**config.mk**
```make
export PLATFORM = sky130hd
export DESIGN_NAME = poly_note_player
export DESIGN_NICKNAME = d
export VERILOG_FILES = /design/src/rtl/poly_note_player.sv
export SDC_FILE = /design/constraint.sdc
export NUM_CORES = 1
export LEC_CHECK = 0
export CAP_MARGIN = 20
export CORE_MARGIN = 8
export CORE_UTILIZATION = 43
export CTS_BUF_LIST = sky130_fd_sc_hd__clkbuf_2
export DETAILED_ROUTE_END_ITERATION = 8
export HOLD_SLACK_MARGIN = 0.06
export SYNTH_ARGS = -nofsm -noshare
export SYNTH_HDL_FRONTEND = slang
export SYNTH_SLANG_ARGS = --single-unit
```
**constraint.sdc**
```tcl
create_clock -name clk -period 7.8 [get_ports clk]
set_input_delay 1.17 -clock clk [delete_from_list [all_inputs] [get_ports clk]]
set_output_delay 1.17 -clock clk [all_outputs]
set_load 0.02 [all_outputs]
```
**src/rtl/poly_note_player.sv**
```systemverilog
// Multi-voice DDS note player. Each voice has its own phase accumulator,
// beat counter and IDLE/PLAY FSM. The voice outputs are summed and scaled
// into one signed sample stream. Deasserting play_enable freezes every
// voice and the sample pipeline in place.
module poly_note_player #(
  parameter int NUM_VOICES = 2,
  parameter int DUR_W      = 6,
  parameter int PHASE_W    = 22,
  parameter int SAMPLE_W   = 16
) (
  input  logic                          clk,
  input  logic                          reset,
  input  logic                          play_enable,
  input  logic                          beat,
  input  logic                          sampling_pulse,
  input  logic [NUM_VOICES-1:0]         load_new_note,
  input  logic [NUM_VOICES*PHASE_W-1:0] k_to_load,
  input  logic [NUM_VOICES*DUR_W-1:0]   duration_to_load,
  input  logic [NUM_VOICES-1:0]         wave_to_load,
  output logic [NUM_VOICES-1:0]         note_done,
  output logic [NUM_VOICES-1:0]         voice_active,
  output logic [SAMPLE_W-1:0]           sample,
  output logic                          sample_ready
);

  localparam int MIX_SH = (NUM_VOICES > 1) ? $clog2(NUM_VOICES) : 0;
  localparam int SUM_W  = SAMPLE_W + MIX_SH;

  // Half-scale constants for the waveform generators.
  localparam logic [SAMPLE_W-1:0] H_VAL   = {1'b1, {(SAMPLE_W-1){1'b0}}};
  localparam logic [SAMPLE_W-1:0] SQ_HIGH = {1'b0, {(SAMPLE_W-1){1'b1}}};

  typedef enum logic {
    IDLE = 1'b0,
    PLAY = 1'b1
  } voice_state_t;

  voice_state_t                  state_r      [NUM_VOICES];
  voice_state_t                  state_next_s [NUM_VOICES];
  logic [PHASE_W-1:0]            k_r          [NUM_VOICES];
  logic [PHASE_W-1:0]            phase_r      [NUM_VOICES];
  logic [DUR_W-1:0]              dur_r        [NUM_VOICES];
  logic [DUR_W-1:0]              cnt_r        [NUM_VOICES];
  logic [DUR_W-1:0]              dur_in_s     [NUM_VOICES];
  logic [NUM_VOICES-1:0]         wave_r;
  logic [NUM_VOICES-1:0]         load_s;
  logic [NUM_VOICES-1:0]         beat_s;
  logic [NUM_VOICES-1:0]         done_next_s;
  logic                          sample_stage_r;
  logic signed [SAMPLE_W-1:0]    voice_val_s  [NUM_VOICES];
  logic signed [SUM_W-1:0]       sum_s;
  logic [SAMPLE_W-1:0]           mix_s;

  // Waveform of one voice from the top SAMPLE_W bits of its phase.
  function automatic logic signed [SAMPLE_W-1:0] wave_value(
    input logic [PHASE_W-1:0] ph,
    input logic               tri_sel
  );
    logic [SAMPLE_W-1:0] u;
    logic [SAMPLE_W-1:0] dbl;
    logic [SAMPLE_W-1:0] t;
    u   = ph[PHASE_W-1 -: SAMPLE_W];
    dbl = {u[SAMPLE_W-2:0], 1'b0};
    if (tri_sel) begin
      t = u[SAMPLE_W-1] ? ~dbl : dbl;
      wave_value = t ^ H_VAL;
    end else begin
      wave_value = u[SAMPLE_W-1] ? H_VAL : SQ_HIGH;
    end
  endfunction

  // Per-voice next-state logic: a load beats a coinciding beat, and the
  // beat that reaches the latched duration ends the note.
  always_comb begin
    for (int v = 0; v < NUM_VOICES; v++) begin
      load_s[v]       = play_enable & load_new_note[v];
      beat_s[v]       = play_enable & beat & ~load_new_note[v];
      dur_in_s[v]     = duration_to_load[v*DUR_W +: DUR_W];
      state_next_s[v] = state_r[v];
      done_next_s[v]  = 1'b0;
      case (state_r[v])
        IDLE: begin
          if (load_s[v]) begin
            if (dur_in_s[v] == {DUR_W{1'b0}}) begin
              state_next_s[v] = IDLE;
              done_next_s[v]  = 1'b1;
            end else begin
              state_next_s[v] = PLAY;
            end
          end else begin
            state_next_s[v] = IDLE;
          end
        end
        PLAY: begin
          if (load_s[v]) begin
            if (dur_in_s[v] == {DUR_W{1'b0}}) begin
              state_next_s[v] = IDLE;
              done_next_s[v]  = 1'b1;
            end else begin
              state_next_s[v] = PLAY;
            end
          end else if (beat_s[v] && ((cnt_r[v] + DUR_W'(1'b1)) == dur_r[v])) begin
            state_next_s[v] = IDLE;
            done_next_s[v]  = 1'b1;
          end else begin
            state_next_s[v] = PLAY;
          end
        end
        default: begin
          state_next_s[v] = IDLE;
        end
      endcase
    end
  end

  // Per-voice contribution and the scaled mix of all voices.
  always_comb begin
    sum_s = {SUM_W{1'b0}};
    for (int v = 0; v < NUM_VOICES; v++) begin
      if ((state_r[v] == PLAY) && (k_r[v] != {PHASE_W{1'b0}})) begin
        voice_val_s[v] = wave_value(phase_r[v], wave_r[v]);
      end else begin
        voice_val_s[v] = {SAMPLE_W{1'b0}};
      end
      sum_s = sum_s + SUM_W'(voice_val_s[v]);
    end
    mix_s = SAMPLE_W'(sum_s >>> MIX_SH);
  end

  // Voice registers, phase accumulators and the two-stage sample pipeline.
  always_ff @(posedge clk) begin
    if (reset) begin
      for (int v = 0; v < NUM_VOICES; v++) begin
        state_r[v] <= IDLE;
        k_r[v]     <= {PHASE_W{1'b0}};
        phase_r[v] <= {PHASE_W{1'b0}};
        dur_r[v]   <= {DUR_W{1'b0}};
        cnt_r[v]   <= {DUR_W{1'b0}};
      end
      wave_r         <= {NUM_VOICES{1'b0}};
      note_done      <= {NUM_VOICES{1'b0}};
      voice_active   <= {NUM_VOICES{1'b0}};
      sample         <= {SAMPLE_W{1'b0}};
      sample_ready   <= 1'b0;
      sample_stage_r <= 1'b0;
    end else if (play_enable) begin
      for (int v = 0; v < NUM_VOICES; v++) begin
        state_r[v]      <= state_next_s[v];
        voice_active[v] <= (state_next_s[v] == PLAY);
        if (load_s[v]) begin
          k_r[v]     <= k_to_load[v*PHASE_W +: PHASE_W];
          dur_r[v]   <= dur_in_s[v];
          wave_r[v]  <= wave_to_load[v];
          phase_r[v] <= {PHASE_W{1'b0}};
          cnt_r[v]   <= {DUR_W{1'b0}};
        end else if (state_r[v] == PLAY) begin
          if (beat_s[v]) begin
            cnt_r[v] <= cnt_r[v] + DUR_W'(1'b1);
          end
          if (sampling_pulse) begin
            phase_r[v] <= phase_r[v] + k_r[v];
          end
        end
      end
      note_done      <= done_next_s;
      sample_stage_r <= sampling_pulse;
      if (sample_stage_r) begin
        sample       <= mix_s;
        sample_ready <= 1'b1;
      end else begin
        sample_ready <= 1'b0;
      end
    end else begin
      note_done    <= {NUM_VOICES{1'b0}};
      sample_ready <= 1'b0;
    end
  end

endmodule

```
## After elaboration in Yosys (flattened, before gate mapping)

Memory sizes are Yosys's and may differ from the RTL's.
Index checks and enable logic that the tools add are counted.
Widths: inputs -> output; s select.

- Register bits after elaboration: 24
- Bits in latches: 0
- RAM bits: 114
- Memory bits (read-only): 0
- Logic and storage cells: 138
- Memories: 5

- Add/sub/neg operators: 5
- Multipliers: 0
- Divide/modulo/power cells: 0
- $lt $le $gt $ge: 0
- Equal/unequal tests: 2
- Shifts and indexed selects: 0
- Multiplexer cells: 79
- Bitwise operators: 28
- Reduce and logical (&&, ||, !) cells: 12

Memories:

| name | depth | bits a word | read ports | clocked after memory_dff | write ports | RTL line | RTL |
|---|---|---|---|---|---|---|---|
| k_r | 2 | 22 | 2 | 0 | 2 | 40 | `logic [PHASE_W-1:0] k_r [NUM_VOICES];` |
| phase_r | 2 | 22 | 2 | 0 | 2 | 41 | `logic [PHASE_W-1:0] phase_r [NUM_VOICES];` |
| cnt_r | 2 | 6 | 2 | 0 | 2 | 43 | `logic [DUR_W-1:0] cnt_r [NUM_VOICES];` |
| dur_r | 2 | 6 | 2 | 0 | 2 | 42 | `logic [DUR_W-1:0] dur_r [NUM_VOICES];` |
| state_r | 2 | 1 | 2 | 0 | 2 | 38 | `voice_state_t state_r [NUM_VOICES];` |

Operators with widths:

| kind | count |
|---|---|
| $mux 22 | 6 |
| $mux 16 | 8 |
| $mux 1 | 55 |
| $add 22x22->22 | 2 |
| $reduce_bool 22->1 | 2 |
| $mux 6 | 6 |
| $not 16->16 | 2 |
| $add 16x16->17 | 1 |
| $or 1x1->1 | 14 |
| $add 6x1->6 const B | 2 |
| $eq 6x6->1 | 2 |
| $logic_not 6->1 | 2 |
| $pmux 1 s2 | 4 |
| $not 1->1 | 7 |
| $reduce_and 2->1 | 3 |
| $and 1x1->1 | 5 |
| $logic_and 1x1->1 | 4 |
| $reduce_or 2->1 | 1 |

## Logic depth before layout (Yosys ltp)

- Depth in word-level cells: 9
- Gate-level depth with buffers: 15
- Mapped depth without buffers: 15

## Worst setup path before layout

Ideal clock, no wire load.

- Path type: reg2reg
- Start point: memory k_r[1][6], in the netlist k_r[0][28]
- End point: register sample[13]
- Data arrival time: 3.686 ns
- Slack: 4.050 ns
- Cell stages (with the launch flop): 15
- Period minus slack after synthesis: 3.750 ns
- Cells stage by stage: edfxtp_1 -> or4_4 -> o41ai_4 -> nor2_1 -> fa_1 -> a21o_1 -> a21oi_1 -> o21bai_1 -> a21oi_1 -> o31ai_1 -> a211oi_1 -> o21ai_0 -> and3_1 -> o31a_1 -> nor2_1

RTL lines:

| item | RTL line | RTL |
|---|---|---|
| start, declared | 40 |  |
| end signal, assigned | 143 | `sample <= {SAMPLE_W{1'b0}};` |
| end signal, assigned | 168 | `sample <= mix_s;` |
| end, declared | 22 | `output logic [SAMPLE_W-1:0] sample,` |

==> results_tabular.tex <==
\begin{tabular}{lr}
\hline
Metric & Value \\
\hline
\multicolumn{2}{l}{\textbf{Yosys}} \\
\quad Share of synthesized area occupied by flip-flops and latches & 46.0\% \\
\quad Netlist cell types & 54 \\
\quad Number of warnings printed during yosys synthesis & 0 \\
\quad Post-synthesis cell area & 8490 um2 \\
\quad Synth async-reset ratio & 0\% \\
\quad Synthesized instance count & 833 \\
\quad Flip-flop and latch count after synthesis & 138 \\
\quad Number of nets produced by synthesis & between 900 and 1000 \\
\quad Number of enable-type register cells in the synthesized netlist & 114 \\
\quad Post-Synthesis Mean Instance Area & 10.2 um2 \\
\quad Main synth FF type & edfxtp\_1 \\
\multicolumn{2}{l}{\textbf{CTS}} \\
\quad Number of instances resized during post-cts repair & 0 \\
\quad Clock sink count & 138 \\
\quad Skew-Pair Late Insertion Delay & 0.72 ns \\
\quad Clock transition at the register clock pins on the worst setup and hold paths after CTS & 0.23 ns \\
\quad Deepest level of the CTS H-tree & 4 \\
\quad TritonCTS Buffers & 17 \\
\quad Number of buffers on the longest clock path & 2 \\
\quad Number of setup buffers added after CTS & 0 \\
\quad CTS tree & built \\
\quad CTS Root Buffer Type & clkbuf\_2 \\
\quad Hold-fix buffers at CTS & 0 \\
\multicolumn{2}{l}{\textbf{STA}} \\
\quad Crit path time final & 4.64 ns \\
\quad Worst slack on hold paths & 0.464 ns \\
\quad Peak clock frequency supported by timing & 215 MHz \\
\quad Clock skew after layout & 0.0344 ns \\
\quad Unrepaired setup endpoints after global routing & no \\
\quad Hold Vio Cnt, Final & 0 \\
\quad Slew of the pin with the lowest slew margin & 0.969 ns \\
\quad Number of endpoints failing setup at the final stage & 0 \\
\quad Total negative slack for setup checks & 0 ns \\
\quad Worst relative slew slack & 35.2\% \\
\quad Crit share post-route & 59.5\% \\
\quad Total count of max-transition violations in the final report & 0 \\
\multicolumn{2}{l}{\textbf{Pwr}} \\
\quad Fraction of power spent switching nets & 29.6\% \\
\quad Cell internal pwr & about 1200 uW \\
\quad Clock network fraction of total power & 27.2\% \\
\quad Maximum vdd drop & 0.0000977 V \\
\quad Net switching power & between 500 and 600 uW \\
\quad Share of total power in sequential cells & 51.7\% \\
\quad Fraction of power consumed by combinational cells & about a fifth \\
\quad Power per cell area & 173 nW/um2 \\
\quad Leakage & 0.00386 uW \\
\multicolumn{2}{l}{\textbf{Floorplanning}} \\
\quad Initial standard-cell utilization of the core & 43.8\% \\
\quad Die Y-Extent & around 160 um \\
\quad Number of rows created at floorplan & slightly above 50 \\
\quad Horizontal die dimension & 157 um \\
\quad Top-level port count & 86 \\
\quad Die Area & around 24000 um2 \\
\quad Core Box Area & between 15000 and 20000 um2 \\
\multicolumn{2}{l}{\textbf{Placement}} \\
\quad Placed cell areas & between 9000 and 10000 um2 \\
\quad Placer Congestion & 0.844 \\
\quad \# placed instances & 1160 \\
\quad Number of input and output port buffers inserted & 85 \\
\quad Hpwl dp & 14500 um \\
\multicolumn{2}{l}{\textbf{Global routing}} \\
\quad Via count of the first global-routing pass & slightly below 6000 \\
\quad Initial antenna violation count & 1 \\
\quad Largest net degree at the start of global routing & 35 \\
\quad GRT Residual Overflow & 0 \\
\quad Global-route total usage across every layer & between 15 and 20\% \\
\quad Wire length of the first global-routing pass & 29800 um \\
\multicolumn{2}{l}{\textbf{Worst setup path}} \\
\quad Cells traversed along the worst timing path & or4\_1 > o41ai\_4 > nor2\_1 > fa\_1 > a21o\_1 > a21oi\_1 > o21bai\_1 > a21oi\_1 > o31ai\_1 > a211oi\_1 > o21ai\_0 > and3\_1 > o31a\_1 > nor2\_1 \\
\quad CP max stage cell & o41ai\_4 \\
\quad Category of the worst setup path capture point & flop \\
\quad Required time of the critical path & 8.47 ns \\
\quad Critical path's top delay family & compound AO/OA/AOI/OAI gates \\
\quad CP Launch Type & flop \\
\quad Number of buffers and inverters on the critical path & 0 \\
\quad Maximum single-stage delay on the critical path & 0.87 ns \\
\quad CP arrival & 5.31 ns \\
\quad Max Fanout on Critical Path & 17 \\
\quad Worst Setup Path Type & reg2reg \\
\multicolumn{2}{l}{\textbf{Cells and area}} \\
\quad Sequential cell area & 3900 um2 \\
\quad Filler cell count in the final layout & 1837 \\
\quad Final std cell area, no fill & 9960 um2 \\
\quad Fraction of layout instances using a drive strength above 1 & 5.38\% \\
\quad Post-route non-filler standard cell count & 1196 \\
\quad Area grow syn2layout & 17.3\% \\
\quad Total area of multi-input combinational cells & 4390 um2 \\
\quad Most frequent cells in the layout & edfxtp\_1, nor2\_1, clkdlybuf4s50\_1, xnor2\_1 \\
\quad Final net count & between 1000 and 1500 \\
\quad Most common library cell in the layout ignoring fill and taps & edfxtp\_1 \\
\multicolumn{2}{l}{\textbf{Routing}} \\
\quad Vias after detailed routing & 6037 \\
\quad Starting DRT DRC Count & 311 \\
\quad DR pass1 iterations & 4 \\
\quad Routed wire length per instance & 15.5 um \\
\quad DRC violations left & 0 \\
\quad Overall routed net length & about 19000 um \\
\quad Number of routed nets with antenna violations & 0 \\
\quad Detailed-route vias per instance & 5.05 \\
\multicolumn{2}{l}{\textbf{Worst hold path}} \\
\quad HP Class & reg2reg \\
\multicolumn{2}{l}{\textbf{Run}} \\
\quad Number of maximum-capacitance constraint violations & 0 \\
\multicolumn{2}{l}{\textbf{Run status}} \\
\quad Outcome & finished clean \\
\hline
\end{tabular}
==> worst register-to-register path: cells and delay by family (launching register included) <==
family | cells | cell delay (ns)
DFF | 1 | 0.47
and+or+nand+nor | 4 | 1.08
AOI/OAI and AO/OA | 9 | 2.56
adders and majority gates | 1 | 0.50
==> registers in the layout, summed over array words and instances (netlist names) <==
name / cells
k_r: 44
voice_active: 2
state_r: 2
cnt_r: 12
dur_r: 12
wave_r: 2
sample_ready: 1
phase_r: 44
sample: 16
note_done: 2
sample_stage_r: 1
==> routing by layer <==
layer | up-vias | global-route usage, % | part of all wire (%)
met5 | - | 0 | 0
met4 | 0 | 4.67 | 1.1
met3 | 12 | 3.92 | 5.1
met2 | 125 | 24.1 | 44
met1 | 2756 | 21.1 | 50
li1 | 3144 | - | -
==> cell type report <==
class | instances | share of cell area, %
flip-flops and latches | 138 | 39.2
inverters | 27 | 1.02
multi-input cells | 642 | 44.1
well taps | 265 | 3.33
clock buffers | 17 | 0.855
diodes | 1 | 0.0251
repair buffers | 91 | 9.60
clock inverters | 15 | 1.86
==> synth_stat cells (all sizes together) (5+ instances only) <==
master  count  share of area, %
nor3b       7              0.62
or4         7              0.66
a31oi       8              0.59
a21o       15               1.3
edfxtp    114                40
a211oi      6              0.53
and3        9              0.66
nor3       20               1.2
xor2       26               2.7
inv        27               1.2
nor4       12              0.88
a21oi      52               3.1
xnor2      70               7.2
nand3      16              0.94
or3         5              0.37
nor2b       7              0.52
o21ai      21               1.2
dfxtp      24               5.7
o41ai       6               1.5
nand2b     36               2.7
clkbuf     23               1.0
o21a        8              0.71
nor2      103               4.6
ha         59               8.7
o21bai      7              0.62
nand2      46               2.0
and2       59               4.3
==> cell families (layout without fill, tap and decap cells) <==
| family | after synthesis | in the layout | synth area share [%] |
|---|---|---|---|
| buffers and inverters | 53 | 150 | 2.34 |
| DFF | 138 | 138 | 46.0 |
| xor gates and xnor gates | 96 | 96 | 9.90 |
| AOI/OAI and AO/OA | 144 | 144 | 11.7 |
| muxes | 2 | 2 | 0.251 |
| and+or+nand+nor | 338 | 338 | 20.4 |
| other | 0 | 1 | 0 |
| adders and majority gates | 62 | 62 | 9.40 |
==> metrics by stage <==
step	worst slack [ns]	power (uW)	util, %
6_report	3.16	1720	51.3
5_1_grt	2.75	1810	51.3
4_1_cts	3.16	1730	50.9
3_5_place_dp	3.25	1260	49.5
3_3_place_gp	3.33	1260	49.5
2_1_floorplan	4.05	1150	-
==> power by group through the flow <==
stage	logic (uW)	registers (uW)	clock network, uW
finish	363	888	468
global route	406	894	507
CTS	358	889	486
detailed placement	355	906	0
global placement	357	904	0
floorplan	261	891	0
==> path summary, 6_finish.rpt <==
path                           start                 endpoint  slack, ns  cells after the start
max          k_r[0][6]$_SDFFCE_PN0P_  sample[13]$_SDFFE_PP0P_       3.16                     14
min           sample[3]$_SDFFE_PP0P_   sample[3]$_SDFFE_PP0P_       0.46                      2
max reg2reg  k_r[0][6]$_SDFFCE_PN0P_  sample[13]$_SDFFE_PP0P_       3.16                     14
min reg2reg   sample[3]$_SDFFE_PP0P_   sample[3]$_SDFFE_PP0P_       0.46                      2
(Power assumes the default switching activity.)
